<file path="src/rtl/seg7_scan_ctrl.sv">
// Multiplexed 4-digit seven-segment scan controller with a double-buffered BCD value.
// Each digit gets GAP dark cycles and then DWELL lit cycles. New values only take effect between frames.
module seg7_scan_ctrl #(
   parameter int DWELL = 1000,
   parameter int GAP   = 2
) (
   input  logic        clk,
   input  logic        rst,
   input  logic        load_valid,
   input  logic [15:0] load_data,
   output logic        load_ready,
   input  logic        blank_lz,
   output logic [3:0]  digit_bcd,
   output logic [3:0]  an,
   output logic        frame_done,
   output logic        bad_digit
);

   localparam int MAXC = (GAP > DWELL) ? GAP : DWELL;
   localparam int CW   = $clog2(MAXC + 1);
   localparam logic [CW-1:0] GAP_LAST   = CW'(GAP - 1);
   localparam logic [CW-1:0] DWELL_LAST = CW'(DWELL - 1);

   typedef enum logic {BLANK, SHOW} phase_t;

   phase_t        phase, phase_n;
   logic [1:0]    idx, idx_n;
   logic [CW-1:0] cnt, cnt_n;
   logic [15:0]   active, pending;
   logic          pending_full;
   logic          accept;
   logic [3:0]    cur_digit;
   logic [3:0]    lead_zero;
   logic          blanked;

   assign accept     = load_valid && !pending_full;
   assign load_ready = !pending_full;
   assign frame_done = (phase == SHOW) && (idx == 2'd3) && (cnt == DWELL_LAST);

   always_ff @(posedge clk) begin
      if (rst) begin
         phase <= BLANK;
         idx   <= 2'd0;
         cnt   <= '0;
      end else begin
         phase <= phase_n;
         idx   <= idx_n;
         cnt   <= cnt_n;
      end
   end

   always_comb begin
      phase_n = phase;
      idx_n   = idx;
      cnt_n   = cnt + 1'b1;
      case (phase)
         BLANK: begin
            if (cnt == GAP_LAST) begin
               phase_n = SHOW;
               cnt_n   = '0;
            end
         end
         SHOW: begin
            if (cnt == DWELL_LAST) begin
               phase_n = BLANK;
               cnt_n   = '0;
               idx_n   = idx + 2'd1;
            end
         end
         default: begin
            phase_n = BLANK;
            cnt_n   = '0;
         end
      endcase
   end

   // Accept and frame-boundary swap are exclusive: accept needs an empty pending slot.
   always_ff @(posedge clk) begin
      if (rst) begin
         active       <= 16'h0000;
         pending      <= 16'h0000;
         pending_full <= 1'b0;
      end else if (accept) begin
         pending      <= load_data;
         pending_full <= 1'b1;
      end else if (frame_done && pending_full) begin
         active       <= pending;
         pending_full <= 1'b0;
      end
   end

   // lead_zero[k] is set when digit k and every digit above it are zero; digit0 is never blanked.
   always_comb begin
      lead_zero[3] = (active[15:12] == 4'h0);
      lead_zero[2] = lead_zero[3] && (active[11:8] == 4'h0);
      lead_zero[1] = lead_zero[2] && (active[7:4] == 4'h0);
      lead_zero[0] = 1'b0;
   end

   always_comb begin
      cur_digit = active[{idx, 2'b00} +: 4];
      blanked   = blank_lz && lead_zero[idx];
      an        = 4'b1111;
      digit_bcd = 4'hF;
      bad_digit = 1'b0;
      if (phase == SHOW) begin
         an = ~(4'b0001 << idx);
         if (!blanked) begin
            digit_bcd = cur_digit;
            bad_digit = (cur_digit > 4'd9);
         end
      end
   end

endmodule

</file>
<file path="config.mk">
export PLATFORM = sky130hd
export DESIGN_NAME = seg7_scan_ctrl
export DESIGN_NICKNAME = d
export VERILOG_FILES = /design/src/rtl/seg7_scan_ctrl.sv
export SDC_FILE = /design/constraint.sdc
export NUM_CORES = 1
export LEC_CHECK = 0
export ABC_CLOCK_PERIOD_IN_PS = 4900
export BUFFER_PORTS_ARGS = -buffer_cell sky130_fd_sc_hd__buf_2
export CORE_UTILIZATION = 45
export CTS_CLUSTER_SIZE = 30
export DETAILED_ROUTE_END_ITERATION = 8
export GPL_ROUTABILITY_DRIVEN = 0
export PLACE_DENSITY = 0.66
export SLEW_MARGIN = 20
export SYNTH_ARGS = -nofsm -noshare
export SYNTH_HDL_FRONTEND = slang
export SYNTH_SLANG_ARGS = --single-unit
</file>
<file path="constraint.sdc">
create_clock -name clk -period 4.9 [get_ports clk]
set_clock_uncertainty 0.05 [all_clocks]
set_input_delay 0.245 -clock clk [delete_from_list [all_inputs] [get_ports clk]]
set_output_delay 0.245 -clock clk [all_outputs]
set_load 0.03 [all_outputs]
</file>
# Yosys cells after proc, flatten, opt, wreduce, memory -nomap -nowiden
# Cells that the tools add are included.
dict set report op_classes {
  order_cmp 2
  reduce_logical 14
  muxes 15
  add_sub_neg 2
  shifts 2
  mul 0
  n_eq_ne 3
  bitwise 3
  div_mod_pow 0
}
# operator n
set op_table {}
lappend op_table {{$mux 10} 2}
lappend op_table {{$pmux 10 s2} 1}
lappend op_table {{$shiftx 16x5->4} 1}
lappend op_table {{$logic_not 4->1} 3}
lappend op_table {{$mux 4} 3}
lappend op_table {{$add 10x1->10 const B} 1}
lappend op_table {{$eq 10x1->1 const B} 1}
lappend op_table {{$eq 10x10->1 const B} 1}
lappend op_table {{$logic_and 1x1->1} 7}
lappend op_table {{$mux 1} 7}
lappend op_table {{$gt 4x4->1 const B} 1}
lappend op_table {{$not 4->4} 1}
lappend op_table {{$reduce_and 2->1} 2}
lappend op_table {{$shl 1x2->4 const A} 1}
lappend op_table {{$lt 2x3->1 const B} 1}
lappend op_table {{$add 2x1->2 const B} 1}
lappend op_table {{$bmux 1 s2} 1}
lappend op_table {{$eq 2x2->1 const B} 1}
lappend op_table {{$not 1->1} 2}
lappend op_table {{$pmux 1 s2} 1}
lappend op_table {{$reduce_bool 2->1} 1}
lappend op_table {{$logic_not 1->1} 1}
dict set report totals {
  ff_bits 46
  mem_bits_rw 0
  output_inout_bits 11
  memories 0
  word_cells 47
  mem_bits_ro 0
  latch_bits 0
}

# Depth between registers and ports, before layout
# Gate-level depths: netlist (run 1).
dict set report depth {
  ltp_word 8
  depth_mapped 7
  ltp_nobuf 6
}

# Worst setup path before layout (run 1)
# No wires, ideal clock.
dict set report synth_path {
  path_type {register -> output}
  startpoint {register idx[0]}
  endpoint {output digit_bcd[0]}
  t_arrival_ns 1.439
  path_stages_with_launch 4
  path_buffers 1
  path_slack_ns 3.166
  path_cell_list {dfxtp_1 > clkbuf_1 > mux4_2 > nand3b_1}
}
dict set report synth_via {
  elab_chain_len 5
}
# element line
set synth_rtl {}
lappend synth_rtl {{start, declared} 27} ;# logic [1:0] idx, idx_n;
lappend synth_rtl {{start signal, assigned} 47} ;# idx <= idx_n;
lappend synth_rtl {{parallel branches: the longest is 3 deep, another holds $shiftx 16x5->4} -}
lappend synth_rtl {{$mux 4 *} 108} ;# if (!blanked) begin
lappend synth_rtl {{$mux 4 *} 106} ;# if (phase == SHOW) begin
lappend synth_rtl {{end, declared} 13} ;# output logic [3:0] digit_bcd,
# Every way passes the cells marked *. The select of a mux whose other input is x is not followed.

# Worst setup path after layout (run 1)
dict set report layout_path {
  startpoint {register idx[1]}
  endpoint {output bad_digit}
}
dict set report layout_via {
  elab_chain_len 5
}
# element line
set layout_rtl {}
lappend layout_rtl {{parallel branches: the longest is 3 deep, another holds $gt 4x4->1} -}
lappend layout_rtl {{$mux 1 *} 108}
lappend layout_rtl {{$mux 1 *} 106}
lappend layout_rtl {{end, declared} 16} ;# output logic bad_digit
# Marked as above.

==> impl_metrics.yaml, run 1 <==
outcome:
  status: "completed"
power_and_ir_drop:
  power_frac_clock_pct: 30.8
  p_sw_uw: 184
  intPower_uw: 513
  ir_worst_vdd_v: 0.000168
  p_sw_share_pct: 26.4
  powerDensity_nw_per_um2: 313
  pwr-share-comb_pct: 11.4
  seq_power_share_pct: 57.9
  leakagePower_nw: 0.830
cells_and_area:
  final_common_cell: "dfxtp_1"
  fillCellCount: 418
  stdcell_count: 298
  n_antenna_cell: 0
  drive_above_1_share_pct: 17.3
  area_delta_synth_final_pct: 10.4
  layout_common_cells: "dfxtp_1 (46), nand2_1 (41), nor2_1 (34)"
  layout.nets: 274
timing:
  fin_ws_ns: 2.80
  max_slew.worst_pin.slew_ns: 0.673
  timing.final.max_slew_violations: 0
  grt_setup_unrepaired: "false"
  maxSlewHeadroom_pct: 54.9
  period_share_pct: 42.8
  fin_setup_tns_ns: 0
  finalHoldViolCount: 0
  fmax_ghz: 0.477
  setup_viol: 0
  period_minus_slack_ns: 2.10
worst_hold_path:
  hold_class: "in2reg"
grt:
  overflow: 0
  antenna_found_initial: 0
  grt_pass1_wl_um: 5990
  grt_usage_pct: 17.6
  grt_pass1_vias: 1379
  grt_max_degree: 38
die:
  core_um2: 4140
  dieHeight_um: 68.9
  fp.dieW_um: 68.9
  die-area_um2: 4750
  core.rowCount: 23
  io_pins: 31
  start_util_pct: 48.6
yosys:
  yosysUniqueCellTypes: 27
  ys_ff_latch: 46
  async_flop_share_pct: 0
  synth_top_area_share_pct: 45.7
  yosys_warnings: 0
  synth_area_um2: 2010
  seq_area_frac_synth_pct: 45.7
  synth_area_leaders: "dfxtp_1 (46%), mux2i_1 (8.5%), nand2_1 (7.6%)"
  yosysTopAreaCell: "dfxtp_1"
  synth_edf_count: 0
  syn_inst: 224
  syn_nets: 250
  avgSynthCellArea_um2: 8.99
  synth_ff_type: "dfxtp_1"
placed_design:
  hpwlAfterDp_um: 2600
  placed_cells: 291
  port_buffers: 30
  pre_cts_slack_ns: 3.01
clocking:
  clkTransAtPathRegs_ns: 0.08
  hold_buffers: 0
  clock-sinks: 46
  post-cts-setup-buffers: 0
  htreeDepth: 2
  clk_latency_ns: 0.29
  cts_buffers: 5
  root_buffer: "clkbuf_8"
  cts_tree: "yes"
  cts_max_path_buffers: 2
  cts_resized: 0
setup_path:
  start_kind: "flip-flop"
  path_cells: "mux4_2, o211a_1, buf_2"
  cp_num_buf_inv: 1
  cp_data_arrival_time_ns: 1.80
  path_max_fanout: 9
  critPathTopFamily: "multiplexers"
  cpMaxStageDelayCell: "mux4_2"
  max_stage_delay_ns: 0.57
  path_class: "reg2out"
  cp.required_ns: 4.61
  end_kind: "output pin"
drt:
  drc: 0
  num_vias: 1487
  drt-wirelength-per-cell_um: 12.1
  drt-initial-drc-count: 69
  wirelength_um: 3600
  drt_first_pass_iters: 4
  ant_nets: 0
  routed_via_density: 4.99
run:
  cap_violations: 0
## through the flow
step           util (%)  hold WS (ns)  area (um2)  total power, mW
6_report           53.6         0.136        2220            0.696
5_1_grt            53.6         0.128        2220            0.733
4_1_cts            53.6         0.123        2220            0.707
3_5_place_dp       51.6         0.399        2140            0.493
3_3_place_gp       51.6         0.397        2140            0.491
2_1_floorplan         -         0.331        2010            0.466
## worst register-to-register path: cells and delay by family, from the launching register on
family | cells | cell delay, ns
simple gates | 3 | 0.65
flops | 1 | 0.54
fa+ha+maj | 1 | 0.25
mux | 1 | 0.25
## routing by layer
| layer | GRT usage [%] | share of wire (%) | up-vias |
|---|---|---|---|
| li1 | - | - | 791 |
| met5 | 0 | 0 | - |
| met3 | 4.44 | 3.4 | 2 |
| met4 | 8.42 | 0.83 | 0 |
| met2 | 29.6 | 48 | 25 |
| met1 | 20.8 | 48 | 669 |
## cell usage after synthesis, drive strengths merged, types with 2 or more instances
library cell and instances:
dfxtp 46, nand2 41, nor2 34, a21oi 17
mux2i 17, clkbuf 9, inv 7, nand3 7
xnor2 7, ha 6, buf 4, mux4 4
nand3b 4, nor4 4, nor3 3, and3 2
and4 2, nand4 2, xor2 2
## final cells by class
cell class              instances  area (um2)  share of cell area (%)
inverters                       7        26.3                    1.18
clock buffers                   6        72.6                    3.27
multi-input cells             158         982                    44.2
well taps                      50        62.6                    2.82
repair buffers                 30         150                    6.76
flip-flops and latches         46         921                    41.4
clock inverters                 1        7.51                   0.338
## power groups by stage
stage	registers, mW	logic, mW	clock network, mW
finish	0.403	0.0791	0.214
global route	0.406	0.0893	0.238
floorplan	0.404	0.0624	0
global placement	0.411	0.0794	0
CTS	0.403	0.0807	0.223
detailed placement	0.412	0.0806	0
## flip-flops by register name, indices dropped and copies added, names as in the netlist
signal	count
cnt	10
phase	1
pending_full	1
idx	2
pending	16
active	16
## worst paths after layout
check | to | slack (ns) | start | cells past startpoint
worst max register to register | active[6] | 3.03 | idx[1] | 5
worst min-delay path | pending[6] | 0.14 | load_data[6] | 3
worst max-delay path | bad_digit | 2.80 | idx[1] | 3
worst min register to register | pending[5] | 0.41 | pending[5] | 2
## kinds of logic (layout without fill, tap and decap cells)
kind of cell               count (synthesis)  in the layout  synth area share [%]
xor gates and xnor gates                   9              9                  3.92
muxes                                     21             21                  12.9
AOI/OAI and AO/OA                         20             20                  5.34
and+or+nand+nor                          102            102                  22.7
buffers and inverters                     20             44                  5.59
adders and majority gates                  6              6                  3.73
DFF                                       46             46                  45.7
(Power assumes the default switching activity.)
==> run 2, diff against run 1 <==
ABC_CLOCK_PERIOD_IN_PS = 1800   (was 4900)
PLACE_DENSITY = 0.68   (was 0.66)
clock period = 1.8 ns   (was 4.9 ns; I/O delays follow)
==> run 2 against run 1 <==
Against the previous run: the flow now finishes with violations (negative setup slack); sequential share of layout area decreased by 5.4 points; count of clock-buffer cells in the layout grew 1; sequential power rose to 2.7 times the previous value; core utilization grew 8.2 points; critical endpoint unchanged; critical path type unchanged; register-to-register slack worse by 2.9 ns.
==> impl_metrics.yaml, run 2 (same netlist as run 1, synthesis figures left out) <==
outcome:
  status: "finished with violations"
  failed_checks: "negative setup slack"
setup_path:
  start_kind: "flip-flop"
  max_stage_delay_ns: 0.53
  cpMostUsedCell: "buf_6"
  end_kind: "output pin"
  cpMaxStageDelayCell: "mux4_2"
  path_class: "reg2out"
  cp.required_ns: 1.66
  path_cells: "buf_6, mux4_2, o211a_1, buf_6"
  path_max_fanout: 5
  cp_data_arrival_time_ns: 1.67
grt:
  grt_pass1_wl_um: 6490
  met1_usage_pct: 23.9
  use_met3_pct: 5.92
  grt.met2_usage_pct: 31.6
  top_usage_layer: "met2"
  grt_pass1_vias: 1398
  grt_usage_pct: 19.2
  overflow: 0
  grt_max_degree: 25
  antenna_found_initial: 0
timing:
  max_slew.worst_pin.slew_ns: 0.533
  setup_viol: 1
  fin_ws_ns: -0.0137
  fmax_ghz: 0.551
  grt_setup_unrepaired: "true"
  period_share_pct: 101
  finalHoldViolCount: 0
  maxSlewHeadroom_pct: 64.4
  period_minus_slack_ns: 1.81
  fin_setup_tns_ns: -0.0137
  timing.final.max_slew_violations: 0
drt:
  ant_nets: 0
  drt-wirelength-per-cell_um: 12.4
  drc: 0
  drt-initial-drc-count: 81
  num_vias: 1631
  routed_via_density: 4.93
  drt_first_pass_iters: 4
  wirelength_um: 4100
cells_and_area:
  layout.nets: 307
  fin_util_pct: 61.8
  drive_above_1_share_pct: 21.7
  fillCellCount: 384
  final_common_cell: "dfxtp_1"
  area_delta_synth_final_pct: 27.2
  layout_common_cells: "dfxtp_1 (44), nand2_1 (41), nor2_1 (34)"
  largestRegisters: "active (16), pending (16), cnt (10)"
  n_antenna_cell: 0
power_and_ir_drop:
  ir_worst_vdd_v: 0.000480
  powerDensity_nw_per_um2: 766
  leakagePower_nw: 1.01
placed_design:
  hpwlAfterDp_um: 2790
  port_buffers: 30
clocking:
  htreeDepth: 2
  root_buffer: "clkbuf_8"
  clkTransAtPathRegs_ns: 0.08
  clock-sinks: 46
  cts_max_path_buffers: 2
  cts_tree: "yes"
  cts_buffers: 5
  clk_latency_ns: 0.29
die:
  fp.dieW_um: 68.9
  dieHeight_um: 68.9
  io_pins: 31
  core_um2: 4140
  die-area_um2: 4750
  core.rowCount: 23
  start_util_pct: 48.6
run:
  cap_violations: 0
worst_hold_path:
  hold_class: "in2reg"
-- run 2: changes by cell type in the layout (fill, tap and decap cells not counted) --
cell and change:
buf_12 +1, buf_2 -3, buf_4 +14, buf_6 +5, clkbuf_1 +1, clkinvlp_4 -1, dfxtp_1 -2, dfxtp_2 +2
dlygate4sd3_1 +16, nor2b_1 +1, nor2b_2 -1, nor4_1 -1, nor4_4 +1
-- run 2: repair_timing --
item	in CTS	in global routing
endpoints found under the hold margin	16	0
pin swaps	1	0
hold buffers	16	0
gates resized for setup	5	9
setup endpoints to repair	5	6
buffers inserted	2	7
-- run 2: final cells by class --
class	instances	area, um2	area share, %
Clock buffer	7	76.3	2.98
Inverter	7	26.3	1.03
Multi-Input combinational cell	158	995	38.9
Timing Repair Buffer	63	477	18.6
Sequential cell	46	923	36.1
Tap cell	50	62.6	2.44
-- run 2: critical path, delay by kind of cell (launching register included) --
kind	cells	cell delay [ns]
multiplexers	1	0.53
AO/OA/AOI/OAI	1	0.24
buffers and inverters	2	0.27
flip-flops	1	0.34
-- run 2: final timing paths --
path | startpoint | to | slack [ns] | cells after the start
setup / recovery | idx[1] | bad_digit | -0.01 | 4
hold / removal | load_valid | pending_full | 0.05 | 3
setup reg to reg | cnt[1] | active[11] | 0.15 | 6
hold reg to reg | pending[6] | pending[6] | 0.41 | 2
-- run 2: power by group --
group	total [mW]	internal, mW	leakage (nW)	switching, mW
Combinational	0.290	0.125	0.593	0.165
Sequential	1.09	1.06	0.375	0.0332
Clock	0.582	0.267	0.0383	0.314
Total	1.96	1.45	1.01	0.513
-- run 2: metal layers --
metal,wire length [um],vias to the layer above
met5,0,-
met2,2040,21
met3,91,5
li1,-,859
met1,1930,746
met4,42,0
-- run 2: metrics by stage --
step                total power, mW  hold slack [ns]  instance area (um2)  worst slack [ns]  cells
floorplan                      1.27            0.176                 2010             0.113    224
global placement               1.36            0.280                 2200             0.194    299
finish                         1.96           0.0453                 2560           -0.0137    331
detailed placement             1.36            0.286                 2200             0.152    299
CTS                            1.97           0.0470                 2470          -0.00968    324
global route                   2.06           0.0646                 2560           -0.0649    331
